===== src/rtl/ccu_pkg.sv =====
// ccu_pkg: shared constants and elaboration helpers for the ccu_slice_array
// carry-chain datapath.
//   OP_*      : operation encodings presented on the OP bus field.
//   DIR_*     : count direction encodings presented on the DIR field.
//   ccu_mode_ok : returns 1 when the parameter set is legal (even WIDTH >= 2,
//                 0 < CNT_MAX <= 2**WIDTH-1).
package ccu_pkg;

    localparam logic [1:0] OP_ADD = 2'b00;
    localparam logic [1:0] OP_SUB = 2'b01;
    localparam logic [1:0] OP_ACC = 2'b10;
    localparam logic [1:0] OP_CNT = 2'b11;

    localparam logic DIR_UP = 1'b1;
    localparam logic DIR_DN = 1'b0;

    // cnt_max_zero / cnt_max_over are precomputed by the caller because the
    // bound is WIDTH+1 bits wide and cannot be passed generically here.
    function automatic bit ccu_mode_ok(input int unsigned width,
                                       input bit          cnt_max_zero,
                                       input bit          cnt_max_over);
        return (width >= 32'd2) && ((width % 32'd2) == 32'd0) &&
               !cnt_max_zero && !cnt_max_over;
    endfunction

endpackage


===== src/rtl/ccu_slice_array_if.sv =====
// ccu_slice_array_if: control, operand and result signals of one
// ccu_slice_array. Clock and reset are kept as plain ports on the block.
//   master : drives CE/SCLR/LOAD/OP/DIR/A/B/DI/FCI, observes results.
//   slave  : the datapath; consumes controls, drives F/FCO/Q/QCO/TC/OVF.
interface ccu_slice_array_if #(
    parameter int WIDTH = 8
);
    logic             CE;
    logic             SCLR;
    logic             LOAD;
    logic [1:0]       OP;
    logic             DIR;
    logic [WIDTH-1:0] A;
    logic [WIDTH-1:0] B;
    logic [WIDTH-1:0] DI;
    logic             FCI;
    logic [WIDTH-1:0] F;
    logic             FCO;
    logic [WIDTH-1:0] Q;
    logic             QCO;
    logic             TC;
    logic             OVF;

    modport master (
        output CE, SCLR, LOAD, OP, DIR, A, B, DI, FCI,
        input  F, FCO, Q, QCO, TC, OVF
    );

    modport slave (
        input  CE, SCLR, LOAD, OP, DIR, A, B, DI, FCI,
        output F, FCO, Q, QCO, TC, OVF
    );
endinterface


===== src/rtl/ccu2_pair.sv =====
// ccu2_pair: two-bit propagate/generate carry cell.
//   a_i, b_i : 2-bit addends
//   ci_i     : carry into bit 0
//   s_o      : 2-bit sum
//   co_o     : carry out of bit 1
module ccu2_pair (
    input  logic [1:0] a_i,
    input  logic [1:0] b_i,
    input  logic       ci_i,
    output logic [1:0] s_o,
    output logic       co_o
);
    logic [1:0] p_s;
    logic [1:0] g_s;
    logic       c1_s;

    assign p_s  = a_i ^ b_i;
    assign g_s  = a_i & b_i;
    assign c1_s = g_s[0] | (p_s[0] & ci_i);
    assign co_o = g_s[1] | (p_s[1] & c1_s);
    assign s_o  = {p_s[1] ^ c1_s, p_s[0] ^ ci_i};
endmodule


===== src/rtl/ccu_slice_array.sv =====
// ccu_slice_array: WIDTH-bit carry-chain datapath with output register bank.
//   CLK : rising-edge clock
//   LSR : asynchronous active-high reset (Q=RESET_VAL, flags cleared)
//   bus : ccu_slice_array_if.slave
//         inputs  CE, SCLR, LOAD, OP, DIR, A, B, DI, FCI
//         outputs F/FCO (combinational chain), Q/QCO/TC/OVF (registered)
// OP: ADD A+B+cin, SUB A+~B+cin, ACC Q+A+cin, CNT Q+/-1 bounded by CNT_MAX.
module ccu_slice_array
    import ccu_pkg::*;
#(
    parameter int               WIDTH     = 8,
    parameter logic [WIDTH-1:0] RESET_VAL = {WIDTH{1'b0}},
    parameter logic [WIDTH-1:0] SCLR_VAL  = {WIDTH{1'b0}},
    parameter logic [WIDTH:0]   CNT_MAX   = {1'b0, {WIDTH{1'b1}}},
    parameter bit               SAT_MODE  = 1'b0,
    parameter bit               FCI_EN    = 1'b1
) (
    input  logic              CLK,
    input  logic              LSR,
    ccu_slice_array_if.slave  bus
);
    localparam int               NPAIR   = WIDTH / 2;
    localparam logic [WIDTH-1:0] ZERO_W  = {WIDTH{1'b0}};
    localparam logic [WIDTH-1:0] ONES_W  = {WIDTH{1'b1}};
    localparam logic [WIDTH-1:0] BOUND_W = CNT_MAX[WIDTH-1:0];
    localparam bit MODE_OK = ccu_mode_ok(WIDTH, CNT_MAX == {(WIDTH+1){1'b0}},
                                         CNT_MAX[WIDTH]);

    if (!MODE_OK) begin : g_bad_mode
        $error("ccu_slice_array: WIDTH must be even and >= 2, and 0 < CNT_MAX <= 2**WIDTH-1");
    end

    logic [WIDTH-1:0] q_q, q_d;
    logic             qco_q, qco_d;
    logic             tc_q, tc_d;
    logic             ovf_q, ovf_d;

    logic [WIDTH-1:0] opa_s;
    logic [WIDTH-1:0] opb_s;
    logic             cin_s;
    logic [WIDTH-1:0] f_s;
    logic             fco_s;

    // Chain operand select. CNT down adds all-ones with cin=0, so FCO=1
    // means "no borrow" exactly as for SUB.
    always_comb begin
        opa_s = bus.A;
        opb_s = bus.B;
        cin_s = FCI_EN ? bus.FCI : 1'b0;
        case (bus.OP)
            OP_ADD: begin
                opa_s = bus.A;
                opb_s = bus.B;
            end
            OP_SUB: begin
                opb_s = ~bus.B;
                cin_s = FCI_EN ? bus.FCI : 1'b1;
            end
            OP_ACC: begin
                opa_s = q_q;
                opb_s = bus.A;
            end
            OP_CNT: begin
                opa_s = q_q;
                opb_s = (bus.DIR == DIR_UP) ? ZERO_W : ONES_W;
                cin_s = (bus.DIR == DIR_UP) ? 1'b1 : 1'b0;
            end
            default: begin
                opa_s = bus.A;
                opb_s = bus.B;
            end
        endcase
    end

    // Ripple of two-bit cells; each cell keeps its own carry net so the
    // chain is a set of distinct signals rather than one self-feeding vector.
    for (genvar gi = 0; gi < NPAIR; gi++) begin : g_pair
        logic ci_s;
        logic co_s;
        if (gi == 0) begin : g_first
            assign ci_s = cin_s;
        end else begin : g_next
            assign ci_s = g_pair[gi-1].co_s;
        end
        ccu2_pair u_pair (
            .a_i  (opa_s[2*gi+1 -: 2]),
            .b_i  (opb_s[2*gi+1 -: 2]),
            .ci_i (ci_s),
            .s_o  (f_s[2*gi+1 -: 2]),
            .co_o (co_s)
        );
    end

    assign fco_s = g_pair[NPAIR-1].co_s;

    // Next-state for Q and flags: SCLR > LOAD > CE > hold; TC is a pulse.
    always_comb begin
        q_d   = q_q;
        qco_d = qco_q;
        tc_d  = 1'b0;
        ovf_d = ovf_q;
        if (bus.SCLR) begin
            q_d   = SCLR_VAL;
            qco_d = 1'b0;
            ovf_d = 1'b0;
        end else if (bus.LOAD) begin
            q_d   = bus.DI;
            qco_d = 1'b0;
        end else if (bus.CE) begin
            if (bus.OP == OP_CNT) begin
                qco_d = 1'b0;
                if (bus.DIR == DIR_UP) begin
                    // At or beyond the bound: wrap to 0; only an exact hit
                    // of the bound may saturate.
                    if ({1'b0, q_q} >= CNT_MAX) begin
                        tc_d  = 1'b1;
                        ovf_d = 1'b1;
                        q_d   = (SAT_MODE && ({1'b0, q_q} == CNT_MAX)) ? BOUND_W : ZERO_W;
                    end else begin
                        q_d = f_s;
                    end
                end else begin
                    if (q_q == ZERO_W) begin
                        tc_d  = 1'b1;
                        ovf_d = 1'b1;
                        q_d   = SAT_MODE ? ZERO_W : BOUND_W;
                    end else begin
                        q_d = f_s;
                    end
                end
            end else begin
                q_d   = f_s;
                qco_d = fco_s;
                if (bus.OP == OP_SUB) begin
                    ovf_d = ovf_q | ~fco_s;
                end else begin
                    ovf_d = ovf_q | fco_s;
                end
            end
        end else begin
            q_d = q_q;
        end
    end

    // Output register bank with asynchronous reset.
    always_ff @(posedge CLK or posedge LSR) begin
        if (LSR) begin
            q_q   <= RESET_VAL;
            qco_q <= 1'b0;
            tc_q  <= 1'b0;
            ovf_q <= 1'b0;
        end else begin
            q_q   <= q_d;
            qco_q <= qco_d;
            tc_q  <= tc_d;
            ovf_q <= ovf_d;
        end
    end

    assign bus.F   = f_s;
    assign bus.FCO = fco_s;
    assign bus.Q   = q_q;
    assign bus.QCO = qco_q;
    assign bus.TC  = tc_q;
    assign bus.OVF = ovf_q;

endmodule


===== src/flat_wrapper.sv =====
// flat-port wrapper written by rule: the top's interface ports become plain ports
module ccu_slice_array_flat import ccu_pkg::*;
#(
    parameter int               WIDTH     = 8,
    parameter logic [WIDTH-1:0] RESET_VAL = {WIDTH{1'b0}},
    parameter logic [WIDTH-1:0] SCLR_VAL  = {WIDTH{1'b0}},
    parameter logic [WIDTH:0]   CNT_MAX   = {1'b0, {WIDTH{1'b1}}},
    parameter bit               SAT_MODE  = 1'b0,
    parameter bit               FCI_EN    = 1'b1
)
  (CLK, LSR, bus_CE, bus_SCLR, bus_LOAD, bus_OP, bus_DIR, bus_A, bus_B, bus_DI, bus_FCI, bus_F, bus_FCO, bus_Q, bus_QCO, bus_TC, bus_OVF);
  ccu_slice_array_if #(.WIDTH(WIDTH)) bus_i ();
  input  logic CLK;
  input  logic LSR;
  input wire logic [$bits(bus_i.CE)-1:0] bus_CE;
  input wire logic [$bits(bus_i.SCLR)-1:0] bus_SCLR;
  input wire logic [$bits(bus_i.LOAD)-1:0] bus_LOAD;
  input wire logic [$bits(bus_i.OP)-1:0] bus_OP;
  input wire logic [$bits(bus_i.DIR)-1:0] bus_DIR;
  input wire logic [$bits(bus_i.A)-1:0] bus_A;
  input wire logic [$bits(bus_i.B)-1:0] bus_B;
  input wire logic [$bits(bus_i.DI)-1:0] bus_DI;
  input wire logic [$bits(bus_i.FCI)-1:0] bus_FCI;
  output wire logic [$bits(bus_i.F)-1:0] bus_F;
  output wire logic [$bits(bus_i.FCO)-1:0] bus_FCO;
  output wire logic [$bits(bus_i.Q)-1:0] bus_Q;
  output wire logic [$bits(bus_i.QCO)-1:0] bus_QCO;
  output wire logic [$bits(bus_i.TC)-1:0] bus_TC;
  output wire logic [$bits(bus_i.OVF)-1:0] bus_OVF;
  assign bus_i.CE = bus_CE;
  assign bus_i.SCLR = bus_SCLR;
  assign bus_i.LOAD = bus_LOAD;
  assign bus_i.OP = bus_OP;
  assign bus_i.DIR = bus_DIR;
  assign bus_i.A = bus_A;
  assign bus_i.B = bus_B;
  assign bus_i.DI = bus_DI;
  assign bus_i.FCI = bus_FCI;
  assign bus_F = bus_i.F;
  assign bus_FCO = bus_i.FCO;
  assign bus_Q = bus_i.Q;
  assign bus_QCO = bus_i.QCO;
  assign bus_TC = bus_i.TC;
  assign bus_OVF = bus_i.OVF;
  ccu_slice_array #(.WIDTH(WIDTH), .RESET_VAL(RESET_VAL), .SCLR_VAL(SCLR_VAL), .CNT_MAX(CNT_MAX), .SAT_MODE(SAT_MODE), .FCI_EN(FCI_EN)) u_core (.CLK(CLK), .LSR(LSR), .bus(bus_i));
endmodule

===== config.mk =====
export PLATFORM = sky130hd
export DESIGN_NAME = ccu_slice_array_flat
export DESIGN_NICKNAME = d
export VERILOG_FILES = /design/src/rtl/ccu_pkg.sv /design/src/rtl/ccu_slice_array_if.sv /design/src/rtl/ccu2_pair.sv /design/src/rtl/ccu_slice_array.sv /design/src/flat_wrapper.sv
export SDC_FILE = /design/constraint.sdc
export NUM_CORES = 1
export LEC_CHECK = 0
export BUFFER_PORTS_ARGS = -buffer_cell sky130_fd_sc_hd__buf_2
export CORE_MARGIN = 8
export CORE_UTILIZATION = 42
export DETAILED_ROUTE_END_ITERATION = 8
export GPL_TIMING_DRIVEN = 0
export PLACE_DENSITY_LB_ADDON = 0.1
export SLEW_MARGIN = 40
export SYNTH_ARGS = -nofsm -noshare
export SYNTH_HDL_FRONTEND = slang
export SYNTH_SLANG_ARGS = --single-unit

===== constraint.sdc =====
create_clock -name CLK -period 4.92 [get_ports CLK]
set_input_delay 0.738 -clock CLK [delete_from_list [all_inputs] [get_ports CLK]]
set_output_delay 0.738 -clock CLK [all_outputs]
set_load 0.01 [all_outputs]

==> flow_metrics.tcl <==
set metrics [dict create \
    status "finished with violations" \
    violations "negative setup slack" \
    ys.flop_type "dfrtp_1" \
    nets 235 \
    grt_pass1_wl_um 5460 \
    clk-insertion-delay-late_ns 0.27 \
    netlist_area_mm2 0.00115 \
    ant_nets 0 \
    slew_headroom 0.663 \
    drc 0 \
    rows 19 \
    fmax_mhz 203 \
    drt_iter0_drc 44 \
    numPortBuffers 51 \
    synth_area_leaders "dfrtp_1, fa_1, nand2_1" \
    rr_worst_depth 15 \
    track_usage 0.149 \
    cap_violations 0 \
    period_share 1.00 \
    synth_warnings 0 \
    cp.required_ns 4.18 \
    die_y_um 68.3 \
    grt_overflow 0 \
    skew_ns 0.00504 \
    diodes 0 \
    cts_buffers 3 \
    layout_min_cycle_time_ns 4.92 \
    drt_pass1_iterations 4 \
    power.leakage_nw 0.754 \
    coreArea_mm2 0.00269 \
    avgSynthCellArea_um2 8.39 \
    ir_drop_mv 0.185 \
    startpoint_type "input pin" \
    wl_per_cell_um 15.2 \
    synth_edf_count 0 \
    h-tree-depth 1 \
    power.total_uw 383 \
    ys_ff_latch 11 \
    crit_chain "buf_2 > buf_8 > and3_1 > a21oi_2 > fa_2 > fa_1 > inv_1 > fa_2 > fa_2 > fa_2 > fa_2 > fa_2 > inv_2 > fa_1 > inv_2 > buf_6" \
    worst_pin_slew_ns 0.502 \
    clockBufferDepth 2 \
    timing.rr.end "u_core.bus.Q[7]$_DFFE_PP0P_" \
    hold_violations 0 \
    clkTransAtPathRegs_ns 0.07 \
    synthMostInstantiatedCell "nand2_1" \
    cts_hold_buf 0 \
    cpLargestDelayFamily "adder cells" \
    area_growth_pct 34.6 \
    async_reset_ff_frac 1.00 \
    fp.dieW_um 68.3 \
    seq_area_frac_synth 0.239 \
    via_count 1202 \
    cts_root_buf "clkbuf_4" \
    crit_top_cell "fa_2" \
    grt_start_max_net_pins 12 \
    setup_ws_ns -0.00317 \
    drv_slew 0 \
    clock-sinks 11 \
    worst_path_max_delay_cell "fa_1" \
    finalSetupViolations 1 \
    critPathMaxFanout 10 \
    pwr_density_cell_mw_per_mm2 248 \
    syn_inst 137 \
    ioPinCount 53 \
    dieArea_mm2 0.00467 \
    timing.critical_path.buf_inv 6 \
    synthDominantCellAreaShare 0.239 \
    initial_utilization 0.428 \
    cp.arrival_ns 4.19 \
    grt_setup_unrepaired "yes" \
    end_kind "output port" \
    dpl.hpwl_um 2800 \
    via_per_inst 5.37 \
    place_congestion 0.777 \
    r2r_start "u_core.bus.Q[0]$_DFFE_PP0P_" \
    ys_types 30 \
    r2r_slack_ns 1.16 \
    hp-class "input pin to async pin" \
    synthTopCellsByCount "nand2_1, o21ai_0, dfrtp_1" \
    drive_above_1_share 0.425 \
    antenna_found_initial 0 \
    synth_area_leader_cell "dfrtp_1" \
    synth_fp_nets 178 \
    critPathKind "input pin to output port" \
    fin_hold_ws_ns 0.464 \
    drt_wl_total_um 3400 \
    cts_tree "built" \
    grt_pass1_vias 1228 \
    slowest_delay_ns 0.40 \
]
per-stage QoR:
step | TNS, ns | instances | setup WS, ns | area [um2] | util
after floorplan | 0 | 137 | 0.0146 | 1170 | -
after global placement | -0.597 | 219 | -0.397 | 1470 | 0.546
after detailed placement | -0.722 | 219 | -0.444 | 1470 | 0.546
after CTS | -0.0715 | 223 | -0.0715 | 1530 | 0.570
after global routing | -0.136 | 224 | -0.136 | 1550 | 0.576
final | -0.00317 | 224 | -0.00317 | 1550 | 0.576
registers in the layout, indices dropped and copies added (netlist names):
name and flops:
u_core.bus.TC 1, u_core.bus.OVF 1, u_core.bus.Q 8, u_core.bus.QCO 1
power by group:
group	internal [mW]	total (mW)	switching, mW
logic	0.0988	0.211	0.112
clock network	0.0314	0.0622	0.0309
registers	0.0985	0.111	0.0121
worst register-to-register path, delay by kind of cell, from the launching register on:
kind	cells	cell delay, ns
multiplexers	1	0.22
adder cells (fa/ha/maj)	8	2.54
AO/OA/AOI/OAI	2	0.21
flip-flops	1	0.45
buffers and inverters	4	0.29
how the worst max path moves through the flow:
stage / from / end / slack [ns] / depth (start not counted)
after floorplan: bus_OP[0] / bus_F[7] / 0.01 / 16
after global placement: bus_OP[0] / bus_F[7] / -0.40 / 18
after detailed placement: bus_OP[0] / bus_F[7] / -0.44 / 18
after CTS: bus_OP[0] / bus_F[7] / -0.07 / 18
after global routing: bus_OP[0] / bus_F[7] / -0.14 / 18
final: bus_OP[0] / bus_F[7] / -0.003 / 16
cell type report:
| class | count | area (um2) |
|---|---|---|
| flip-flops and latches | 11 | 275 |
| multi-input cells | 109 | 836 |
| fillers | 266 | 1140 |
| clock buffers | 4 | 26.3 |
| plain buffers | 8 | 68.8 |
| repair buffers | 52 | 269 |
| well taps | 31 | 38.8 |
| inverters | 9 | 33.8 |
kinds of logic (layout without fill, tap and decap cells):
kind of cell / Yosys count / count (layout) / share of synthesized area
AO/OA/AOI/OAI: 47 / 47 / 0.261
AND/OR/NAND/NOR: 38 / 38 / 0.158
buffers and inverters: 17 / 73 / 0.0664
flip-flops: 11 / 11 / 0.239
adder cells (fa/ha/maj): 8 / 8 / 0.139
XOR/XNOR: 8 / 8 / 0.0609
multiplexers: 8 / 8 / 0.0751
metal layers:
layer / wire length (um) / share of wire / vias up / GRT usage
li1: - / - / 598 / -
met3: 255 / 0.075 / 2 / 0.0131
met1: 1510 / 0.44 / 557 / 0.198
met4: 17 / 0.0050 / 0 / 0.0588
met5: 0 / 0 / - / 0
met2: 1620 / 0.48 / 45 / 0.243
placed cells by master, fill, tap and decap left out, types with 2 or more instances in the layout:
| cell | Yosys | layout |
|---|---|---|
| o21ai_0 | 12 | 10 |
| inv_2 | 0 | 2 |
| xnor2_1 | 5 | 5 |
| buf_8 | 0 | 2 |
| nand4_1 | 2 | 2 |
| a21o_1 | 8 | 8 |
| inv_1 | 9 | 7 |
| o21ai_1 | 8 | 8 |
| buf_2 | 2 | 51 |
| o211ai_1 | 5 | 5 |
| dfrtp_1 | 11 | 11 |
| nor2_1 | 3 | 3 |
| a21oi_1 | 9 | 8 |
| fa_1 | 8 | 2 |
| clkbuf_1 | 4 | 3 |
| xor2_1 | 3 | 3 |
| mux2i_1 | 3 | 2 |
| clkbuf_4 | 0 | 4 |
| a31oi_1 | 2 | 2 |
| or4_1 | 2 | 2 |
| fa_2 | 0 | 6 |
| and3_1 | 2 | 2 |
| mux2_2 | 5 | 5 |
| nor2b_1 | 2 | 2 |
| o21ai_2 | 0 | 2 |
| nand2_1 | 22 | 21 |
what timing repair did:
item	CTS	global route
pin swaps	2	1
endpoints found under the setup margin	3	2
setup buffers	0	1
gates resized for setup	14	3
Power figures use the tool's default switching activity.
